===== src/rtl/hall_speed_sampler_pkg.sv =====
// Shared motor definitions: hall/position widths, default sample period and sampler state encodings.
package hall_speed_sampler_pkg;

  localparam int HALL_COUNT_W          = 8;
  localparam int POSITION_W            = 16;
  localparam int DEFAULT_SAMPLE_PERIOD = 50000;

  // Encodings are shared with the motor and SPI register blocks; keep them stable.
  typedef enum logic {
    PRIME = 1'b0,
    RUN   = 1'b1
  } sampler_state_t;

endpackage


===== src/rtl/hall_speed_sampler_sample_timer.sv =====
// Prescaler for the hall sampler: emits a 1-cycle strobe every SAMPLE_PERIOD cycles while run is high.
module sample_timer
  import hall_speed_sampler_pkg::*;
#(
  parameter int SAMPLE_PERIOD = DEFAULT_SAMPLE_PERIOD
) (
  input  logic clk,
  input  logic reset,
  input  logic run,
  output logic strobe
);

  localparam int TIMER_W = (SAMPLE_PERIOD > 1) ? $clog2(SAMPLE_PERIOD) : 1;
  localparam logic [TIMER_W-1:0] LAST = TIMER_W'(SAMPLE_PERIOD - 1);

  logic [TIMER_W-1:0] timer;

  // Held at zero outside RUN so the first strobe lands exactly SAMPLE_PERIOD cycles after PRIME.
  always_ff @(posedge clk) begin
    if (reset || !run) begin
      timer <= '0;
    end else if (timer == LAST) begin
      timer <= '0;
    end else begin
      timer <= timer + TIMER_W'(1);
    end
  end

  assign strobe = run && (timer == LAST);

endmodule


===== src/rtl/hall_speed_sampler.sv =====
// Samples a free-running hall count at a fixed rate; produces delta, position, speed, stall/fault flags
// behind a valid/ack handshake. Optional speed low-pass filter enabled by MOTOR_SPEED_FILTER_EN.
module hall_speed_sampler
  import hall_speed_sampler_pkg::*;
#(
  parameter int SAMPLE_PERIOD = DEFAULT_SAMPLE_PERIOD,
  parameter int STALL_SAMPLES = 8
) (
  input  logic                    clk,
  input  logic                    reset,
  input  logic [HALL_COUNT_W-1:0] hall_count,
  input  logic                    fault,
  input  logic                    sample_ack,
  output logic                    sample_valid,
  output logic [HALL_COUNT_W-1:0] delta,
  output logic [POSITION_W-1:0]   position,
  output logic [HALL_COUNT_W-1:0] speed,
  output logic                    stalled,
  output logic                    fault_seen,
  output logic                    overrun
);

  function automatic logic [7:0] sat_inc(input logic [7:0] v);
    return (v == 8'hFF) ? v : v + 8'd1;
  endfunction

`ifdef MOTOR_SPEED_FILTER_EN
  // acc += ((d << 4) - acc) >>> 2, widened to 13 bits so the difference cannot overflow.
  function automatic logic signed [11:0] filter_step(input logic signed [11:0] acc,
                                                     input logic signed [7:0]  d);
    logic signed [12:0] diff;
    logic signed [12:0] step;
    diff = $signed({d[7], d, 4'b0000}) - $signed({acc[11], acc});
    step = diff >>> 2;
    return acc + step[11:0];
  endfunction
`endif

  sampler_state_t state, state_next;
  logic           prime;
  logic           run;
  logic           strobe_p0;

  always_ff @(posedge clk) begin
    if (reset) begin
      state <= PRIME;
    end else begin
      state <= state_next;
    end
  end

  always_comb begin
    state_next = state;
    prime      = 1'b0;
    case (state)
      PRIME: begin
        prime      = 1'b1;
        state_next = RUN;
      end
      RUN: state_next = RUN;
    endcase
  end

  assign run = (state == RUN) && !reset;

  sample_timer #(
    .SAMPLE_PERIOD(SAMPLE_PERIOD)
  ) u_timer (
    .clk   (clk),
    .reset (reset),
    .run   (run),
    .strobe(strobe_p0)
  );

  // ---- p0: strobe cycle, combinational delta and stall bookkeeping ----
  logic        [7:0]  prev;
  logic        [7:0]  zero_run_p1;
  logic signed [7:0]  d_p0;
  logic        [7:0]  zero_run_next_p0;
  logic               ack_take_p0;

  logic               vld_p1;
  logic signed [7:0]  delta_p1;
  logic signed [15:0] position_p1;
  logic        [7:0]  speed_p1;
  logic               stalled_p1;
  logic               fault_seen_p1;
  logic               overrun_p1;

  assign d_p0             = $signed(hall_count - prev);
  assign zero_run_next_p0 = (d_p0 == 8'sd0) ? sat_inc(zero_run_p1) : 8'd0;
  assign ack_take_p0      = sample_ack && vld_p1;

`ifdef MOTOR_SPEED_FILTER_EN
  logic signed [11:0] acc_p1;
  logic signed [11:0] acc_next_p0;

  assign acc_next_p0 = filter_step(acc_p1, d_p0);

  always_ff @(posedge clk) begin
    if (reset) begin
      acc_p1 <= '0;
    end else if (strobe_p0) begin
      acc_p1 <= acc_next_p0;
    end
  end
`endif

  // ---- p1: registered sample and handshake flags ----
  always_ff @(posedge clk) begin
    if (reset) begin
      prev          <= '0;
      zero_run_p1   <= '0;
      vld_p1        <= 1'b0;
      delta_p1      <= '0;
      position_p1   <= '0;
      speed_p1      <= '0;
      stalled_p1    <= 1'b0;
      fault_seen_p1 <= 1'b0;
      overrun_p1    <= 1'b0;
    end else begin
      if (prime) begin
        prev <= hall_count;
      end

      if (strobe_p0) begin
        prev        <= hall_count;
        delta_p1    <= d_p0;
        position_p1 <= position_p1 + 16'(d_p0);
        zero_run_p1 <= zero_run_next_p0;
        stalled_p1  <= (zero_run_next_p0 >= 8'(STALL_SAMPLES));
`ifdef MOTOR_SPEED_FILTER_EN
        speed_p1    <= acc_next_p0[11:4];
`else
        speed_p1    <= d_p0;
`endif
        vld_p1      <= 1'b1;
        // A coincident ack consumes the old sample, so only an unacked overwrite is an overrun.
        if (ack_take_p0) begin
          overrun_p1 <= 1'b0;
        end else if (vld_p1) begin
          overrun_p1 <= 1'b1;
        end
      end else if (ack_take_p0) begin
        vld_p1     <= 1'b0;
        overrun_p1 <= 1'b0;
      end

      fault_seen_p1 <= ack_take_p0 ? fault : (fault_seen_p1 | fault);
    end
  end

  assign sample_valid = vld_p1;
  assign delta        = delta_p1;
  assign position     = position_p1;
  assign speed        = speed_p1;
  assign stalled      = stalled_p1;
  assign fault_seen   = fault_seen_p1;
  assign overrun      = overrun_p1;

endmodule

===== config.mk =====
export PLATFORM = sky130hd
export DESIGN_NAME = hall_speed_sampler
export DESIGN_NICKNAME = d
export VERILOG_FILES = /design/src/rtl/hall_speed_sampler_pkg.sv /design/src/rtl/hall_speed_sampler_sample_timer.sv /design/src/rtl/hall_speed_sampler.sv
export SDC_FILE = /design/constraint.sdc
export NUM_CORES = 1
export LEC_CHECK = 0
export BUFFER_PORTS_ARGS = -buffer_cell sky130_fd_sc_hd__buf_4
export CORE_UTILIZATION = 25
export DETAILED_ROUTE_END_ITERATION = 8
export REMOVE_ABC_BUFFERS = 1
export SYNTH_ARGS = -nofsm -noshare
export SYNTH_HDL_FRONTEND = slang
export SYNTH_HIERARCHICAL = 1
export SYNTH_SLANG_ARGS = --single-unit

===== constraint.sdc =====
create_clock -name clk -period 8.25 [get_ports clk]
set_clock_uncertainty 0.1 [all_clocks]
set_input_delay 1.2375 -clock clk [delete_from_list [all_inputs] [get_ports clk]]
set_output_delay 1.2375 -clock clk [all_outputs]
set_load 0.02 [all_outputs]

Word-level counts from Yosys, hierarchy flattened
Index checks and enable logic that the tools add are counted.
- word-level logic and storage cells: 41
- flip-flop bits (word level): 61
- input bits: 12
- output and inout port bits: 36
- multiplexer cells: 11
- bitwise gates (word level): 1
- reduce and logical (&&, ||, !) cells: 11
- add/sub/neg operators: 4
- equal/unequal tests: 3
- order comparisons: 1
- operators by type and width (cell ; count):
    $mux W8 ; 4
    $add A16 B1 Y16 const B ; 1
    $add A16 B8 Y16 ; 1
    $eq A16 B16 Y1 const B ; 1
    $add A8 B1 Y8 const B ; 1
    $eq A8 B8 Y1 const B ; 1
    $ge A8 B4 Y1 const B ; 1
    $logic_not A8 Y1 ; 1
    $sub A8 B8 Y8 ; 1
    $mux W1 ; 7
    $reduce_bool A2 Y1 ; 2
    $logic_and A1 B1 Y1 ; 3
    $logic_not A1 Y1 ; 2
    $ne A2 B1 Y1 const B ; 1
    $reduce_and A2 Y1 ; 1
    $reduce_or A2 Y1 ; 1
    $logic_or A1 B1 Y1 ; 1
    $or A1 B1 Y1 ; 1

Logic depth before layout (Yosys ltp)
- word-level depth: 5
- mapped depth: 15
- gate-level depth less buffers: 15

Hierarchy
Netlist, hierarchy kept.
- by module, submodules not included (module ; sequential area each (µm²) ; cells each ; area each (µm²) ; instances):
    hall_speed_sampler ; 900.9 ; 370 ; 2972.9 ; 1
    sample_timer ; 320.3 ; 81 ; 719.4 ; 1

Least setup slack after synthesis
No wires, ideal clock.
- kind: input port to flip-flop
- start: input hall_count[2]
- end: register position_p1[14] (netlist: position[14])
- setup slack: 3.881 ns
- stages on the path: 12
- required time: 8.092 ns
- library setup time: 0.058 ns
- arrival time: 4.212 ns
- cells stage by stage: ha_1 -> o21ai_0 -> a21oi_1 -> o22ai_1 -> xnor2_1 -> ha_1 -> a2111oi_0 -> o21ai_0 -> nand4_1 -> o21ai_0 -> nor4_1 -> a211o_1
- longest elaborated chain between the ends: 2
- ends and longest elaborated chain (what ; RTL line ; source):
    from (decl) ; hall_speed_sampler.sv:11 ; input logic [HALL_COUNT_W-1:0] hall_count,
    $sub A8 B8 Y8 ; hall_speed_sampler.sv:90 ; assign d_p0 = $signed(hall_count - prev);
    $add A16 B8 Y16 ; hall_speed_sampler.sv:129 ; position_p1 <= position_p1 + 16'(d_p0);
    to (signal assigned) ; hall_speed_sampler.sv:129 ;
    to (decl) ; hall_speed_sampler.sv:84 ; logic signed [15:0] position_p1;
No other way between the ends.
A chain may end at the register's enable or synchronous reset.

Final worst setup path
- start: input hall_count[0]
- end: register position_p1[11] (netlist: position[11])
Same word-level chain as after synthesis.

==> impl_metrics.prom <==
# TYPE chip_impl_metric gauge
chip_impl_metric{name="worst_r2r_path_depth",unit=""} 14
chip_impl_metric{name="chipWidth",unit="um"} 124
chip_impl_metric{name="clock_insertion_delay_worst_skew",unit="ns"} 0.33
chip_impl_metric{name="n_antenna_cell",unit=""} 0
chip_impl_metric{name="first_global_vias",unit=""} 3107
chip_impl_metric{name="num_vias",unit=""} 3229
chip_impl_metric{name="post_cts_resized",unit=""} 0
chip_impl_metric{name="grt_max_degree",unit=""} 51
chip_impl_metric{name="internal_power",unit="W"} 0.000598
chip_impl_metric{name="synthesis.area_per_instance",unit="um2"} 8.19
chip_impl_metric{name="grt_util_all_layers",unit="%"} 11.8
chip_impl_metric{name="firstDrtPassIters",unit=""} 4
chip_impl_metric{name="power.share.combinational",unit="%"} 14.0
chip_impl_metric{name="chipHeight",unit="um"} 124
chip_impl_info{name="status",value="completed"} 1
chip_impl_info{name="cts_root_buffer",value="clkbuf_16"} 1
chip_impl_metric{name="die-area",unit="um2"} 15300
chip_impl_info{name="worst_r2r_endpoint",value="position[11]"} 1
chip_impl_metric{name="ys_seq_elements",unit=""} 61
chip_impl_metric{name="synth_async_sr_flop_share",unit="%"} 0
chip_impl_metric{name="setup-tns-final",unit="ns"} 0
chip_impl_metric{name="place.gp.congestion",unit=""} 0.833
chip_impl_metric{name="clock_power_share",unit="%"} 48.6
chip_impl_metric{name="leakage_power_summed_over_all_cells",unit="nW"} 1.78
chip_impl_metric{name="tritoncts.num_buffers",unit=""} 9
chip_impl_metric{name="cts_post_setup_buffers_inserted",unit=""} 0
chip_impl_metric{name="worst-slew-pin-transition",unit="ns"} 0.878
chip_impl_metric{name="detail_route.wl_per_cell",unit="um"} 12.8
chip_impl_info{name="worst_hold_path_type",value="register to register"} 1
chip_impl_metric{name="synth_sequential_area_ratio",unit="%"} 33.1
chip_impl_info{name="rsz_0062_raised_after_global_routing",value="false"} 1
chip_impl_info{name="layout.cells.most_common",value="nor2_1"} 1
chip_impl_metric{name="cp.arrival",unit="ns"} 4.48
chip_impl_metric{name="hold-path-cell-count",unit=""} 1
chip_impl_info{name="worstSetupPathType",value="primary input to register"} 1
chip_impl_metric{name="area_growth",unit="%"} 20.8
chip_impl_metric{name="post_syn_area",unit="um2"} 3690
chip_impl_metric{name="maxCapViolations",unit=""} 0
chip_impl_metric{name="drt_antenna_net_count",unit=""} 0
chip_impl_metric{name="ir_worst_vdd",unit="uV"} 77.6
chip_impl_metric{name="post_route_cells_drive_above_1_share",unit="%"} 15.1
chip_impl_metric{name="yosys.cell_types.count",unit=""} 57
chip_impl_metric{name="yosys_warnings",unit=""} 6
chip_impl_metric{name="report.final.setup_viol",unit=""} 0
chip_impl_info{name="hold_start",value="u_timer/timer[0]"} 1
chip_impl_info{name="cp-startpoint",value="hall_count[0]"} 1
chip_impl_metric{name="switching_power_total",unit="W"} 0.000202
chip_impl_metric{name="power_density",unit="nW/um2"} 179
chip_impl_metric{name="initial_core_util",unit="%"} 25.5
chip_impl_metric{name="wire_length_of_the_first_global_routing_pass",unit="um"} 14400
chip_impl_metric{name="num_rows",unit=""} 44
chip_impl_metric{name="post-route-drc-count",unit=""} 0
chip_impl_metric{name="drt-vias-per-instance",unit=""} 4.80
chip_impl_metric{name="io_pins",unit=""} 48
chip_impl_metric{name="worst_setup_hold_path_clk_slew",unit="ns"} 0.06
chip_impl_metric{name="grt_overflow_total",unit=""} 0
chip_impl_metric{name="pwr-share-seq",unit="%"} 37.4
chip_impl_metric{name="net_switching_fraction_of_the_power",unit="%"} 25.2
chip_impl_metric{name="timing.max_slew.rel_slack",unit="%"} 41.4
chip_impl_info{name="tritoncts",value="yes"} 1
chip_impl_info{name="worst_setup_path_start_kind",value="primary input"} 1
chip_impl_metric{name="core-area",unit="um2"} 14500
chip_impl_metric{name="clockBufferDepth",unit=""} 2
chip_impl_metric{name="synthesis.instances",unit=""} 451
chip_impl_metric{name="wl",unit="um"} 8600
chip_impl_metric{name="crit_path_max_fanout",unit=""} 4
chip_impl_info{name="final_cell_mix",value="nor2_1 (70), dfxtp_1 (61), buf_4 (49)"} 1
chip_impl_info{name="endpoint_kind",value="register"} 1
chip_impl_metric{name="max_clock_freq",unit="GHz"} 0.230
chip_impl_metric{name="hold_violations",unit=""} 0
chip_impl_metric{name="post-route-min-period",unit="ns"} 4.36
chip_impl_metric{name="number_of_enable_type_register_cells_in_the_synthesized_netlist",unit=""} 0
chip_impl_metric{name="reg2reg_slack",unit="ns"} 4.61
chip_impl_metric{name="dr.first_iter.drc_count",unit=""} 120
chip_impl_metric{name="final_min_period_over_clock_period",unit="%"} 52.8
chip_impl_metric{name="maxSlewViolCount",unit=""} 0
chip_impl_metric{name="fin_hold_ws",unit="ns"} 0.360
chip_impl_metric{name="dp_hpwl",unit="um"} 6070
chip_impl_metric{name="number_of_clock_sinks_seen_by_cts",unit=""} 61
chip_impl_info{name="synth_top_flop_cell",value="dfxtp_1"} 1
chip_impl_metric{name="h-tree-depth",unit=""} 3
chip_impl_metric{name="io_buffers",unit=""} 47
chip_impl_metric{name="holdBufCountCts",unit=""} 0
chip_impl_info{name="min_delay_worst_endpoint",value="u_timer/timer[0]"} 1
chip_impl_info{name="reg2reg_launch_point",value="prev[0]"} 1
chip_impl_metric{name="grt_antenna_before_repair",unit=""} 0
chip_impl_metric{name="cp.required",unit="ns"} 8.37
chip_impl_metric{name="nNetsFinal",unit=""} 524
==> worst max path at each step <==
stage | endpoint | slack (ns) | cells past startpoint
after floorplan | position[14] | 3.88 | 12
after global placement | position[11] | 3.65 | 16
after detailed placement | position[11] | 3.58 | 16
after CTS | position[11] | 3.89 | 16
after global routing | position[14] | 3.58 | 15
final | position[11] | 3.89 | 16
==> synth_stat cells (3+ instances only) <==
library cell / number / area share (%)
o22ai_1: 3 / 0.51
dfxtp_1: 61 / 33
a21oi_1: 36 / 4.9
nand2_1: 24 / 2.4
o21ai_0: 14 / 1.9
ha_1: 26 / 8.8
xnor2_1: 21 / 5.0
nor3_1: 16 / 2.2
or4_1: 3 / 0.61
nor2b_1: 5 / 0.85
nor2_1: 70 / 7.1
inv_1: 24 / 2.4
nand2b_1: 5 / 0.85
xor2_1: 7 / 1.7
nor4_1: 8 / 1.4
nand4_1: 9 / 1.5
buf_4: 9 / 1.8
a311oi_1: 3 / 0.71
clkbuf_1: 12 / 1.2
a31o_2: 3 / 0.71
buf_1: 5 / 0.51
o21bai_1: 3 / 0.61
a211oi_1: 10 / 2.0
mux2i_1: 15 / 4.1
a21o_1: 6 / 1.2
nand3_1: 10 / 1.4
and3_1: 5 / 0.85
==> stage by stage <==
stage | power (W) | cell area [um2] | worst slack (ns) | util (%) | std cells
2_1_floorplan | 0.000387 | 3550 | 3.88 | - | 424
3_3_place_gp | 0.000416 | 4150 | 3.65 | 28.6 | 657
3_5_place_dp | 0.000418 | 4150 | 3.58 | 28.6 | 657
4_1_cts | 0.000808 | 4460 | 3.89 | 30.8 | 673
5_1_grt | 0.000838 | 4460 | 3.58 | 30.8 | 673
6_report | 0.000800 | 4460 | 3.89 | 30.8 | 673
==> flip-flops by register name, summed over array words and instances (netlist names) <==
register and cells:
zero_run_p1 8, fault_seen 1, overrun 1, prev 8, u_timer/timer 16, position 16, state 1, speed 8
sample_valid 1, stalled 1
==> logic make-up after synthesis <==
family | share of synthesized area [%]
AND/OR/NAND/NOR | 23.6
AO/OA/AOI/OAI | 16.4
flip-flops | 33.1
buffers and inverters | 6.30
XOR/XNOR | 6.64
adder cells (fa/ha/maj) | 9.89
multiplexers | 4.07
==> metal layers <==
layer	vias to the layer above	GRT usage (%)	part of all wire (%)
met4	0	4.29	1.1
met2	65	19.1	46
met3	8	2.77	4.0
met1	1495	15.3	49
li1	1661	-	-
met5	-	0	0
==> cell type report <==
cell class / count / area (um2)
clock buffers: 13 / 270
clock inverters: 3 / 42.5
fillers: 1522 / 10000
inverters: 24 / 90.1
multi-input cells: 339 / 2240
flip-flops and latches: 61 / 1220
well taps: 184 / 230
repair buffers: 49 / 368
==> power groups by stage <==
stage	Sequential, W	Combinational, W	Clock, W
after global routing	0.000299	0.000127	0.000412
after detailed placement	0.000306	0.000112	0
after floorplan	0.000306	0.0000808	0
after CTS	0.000299	0.000113	0.000395
final	0.000299	0.000112	0.000389
after global placement	0.000305	0.000110	0
==> worst max-delay path: stages <==
cell	delay, ns
buf_4	0.08
inv_1	0.04
ha_1	0.20
fa_1	0.40
nand2b_1	0.17
a211oi_1	0.27
mux2i_1	0.26
nand2_1	0.18
ha_1	0.39
nand2_1	0.06
o21ai_0	0.15
nand2_1	0.12
o21ai_0	0.30
a31oi_1	0.22
mux2i_1	0.16
a31o_2	0.22
Power figures use the tool's default switching activity.
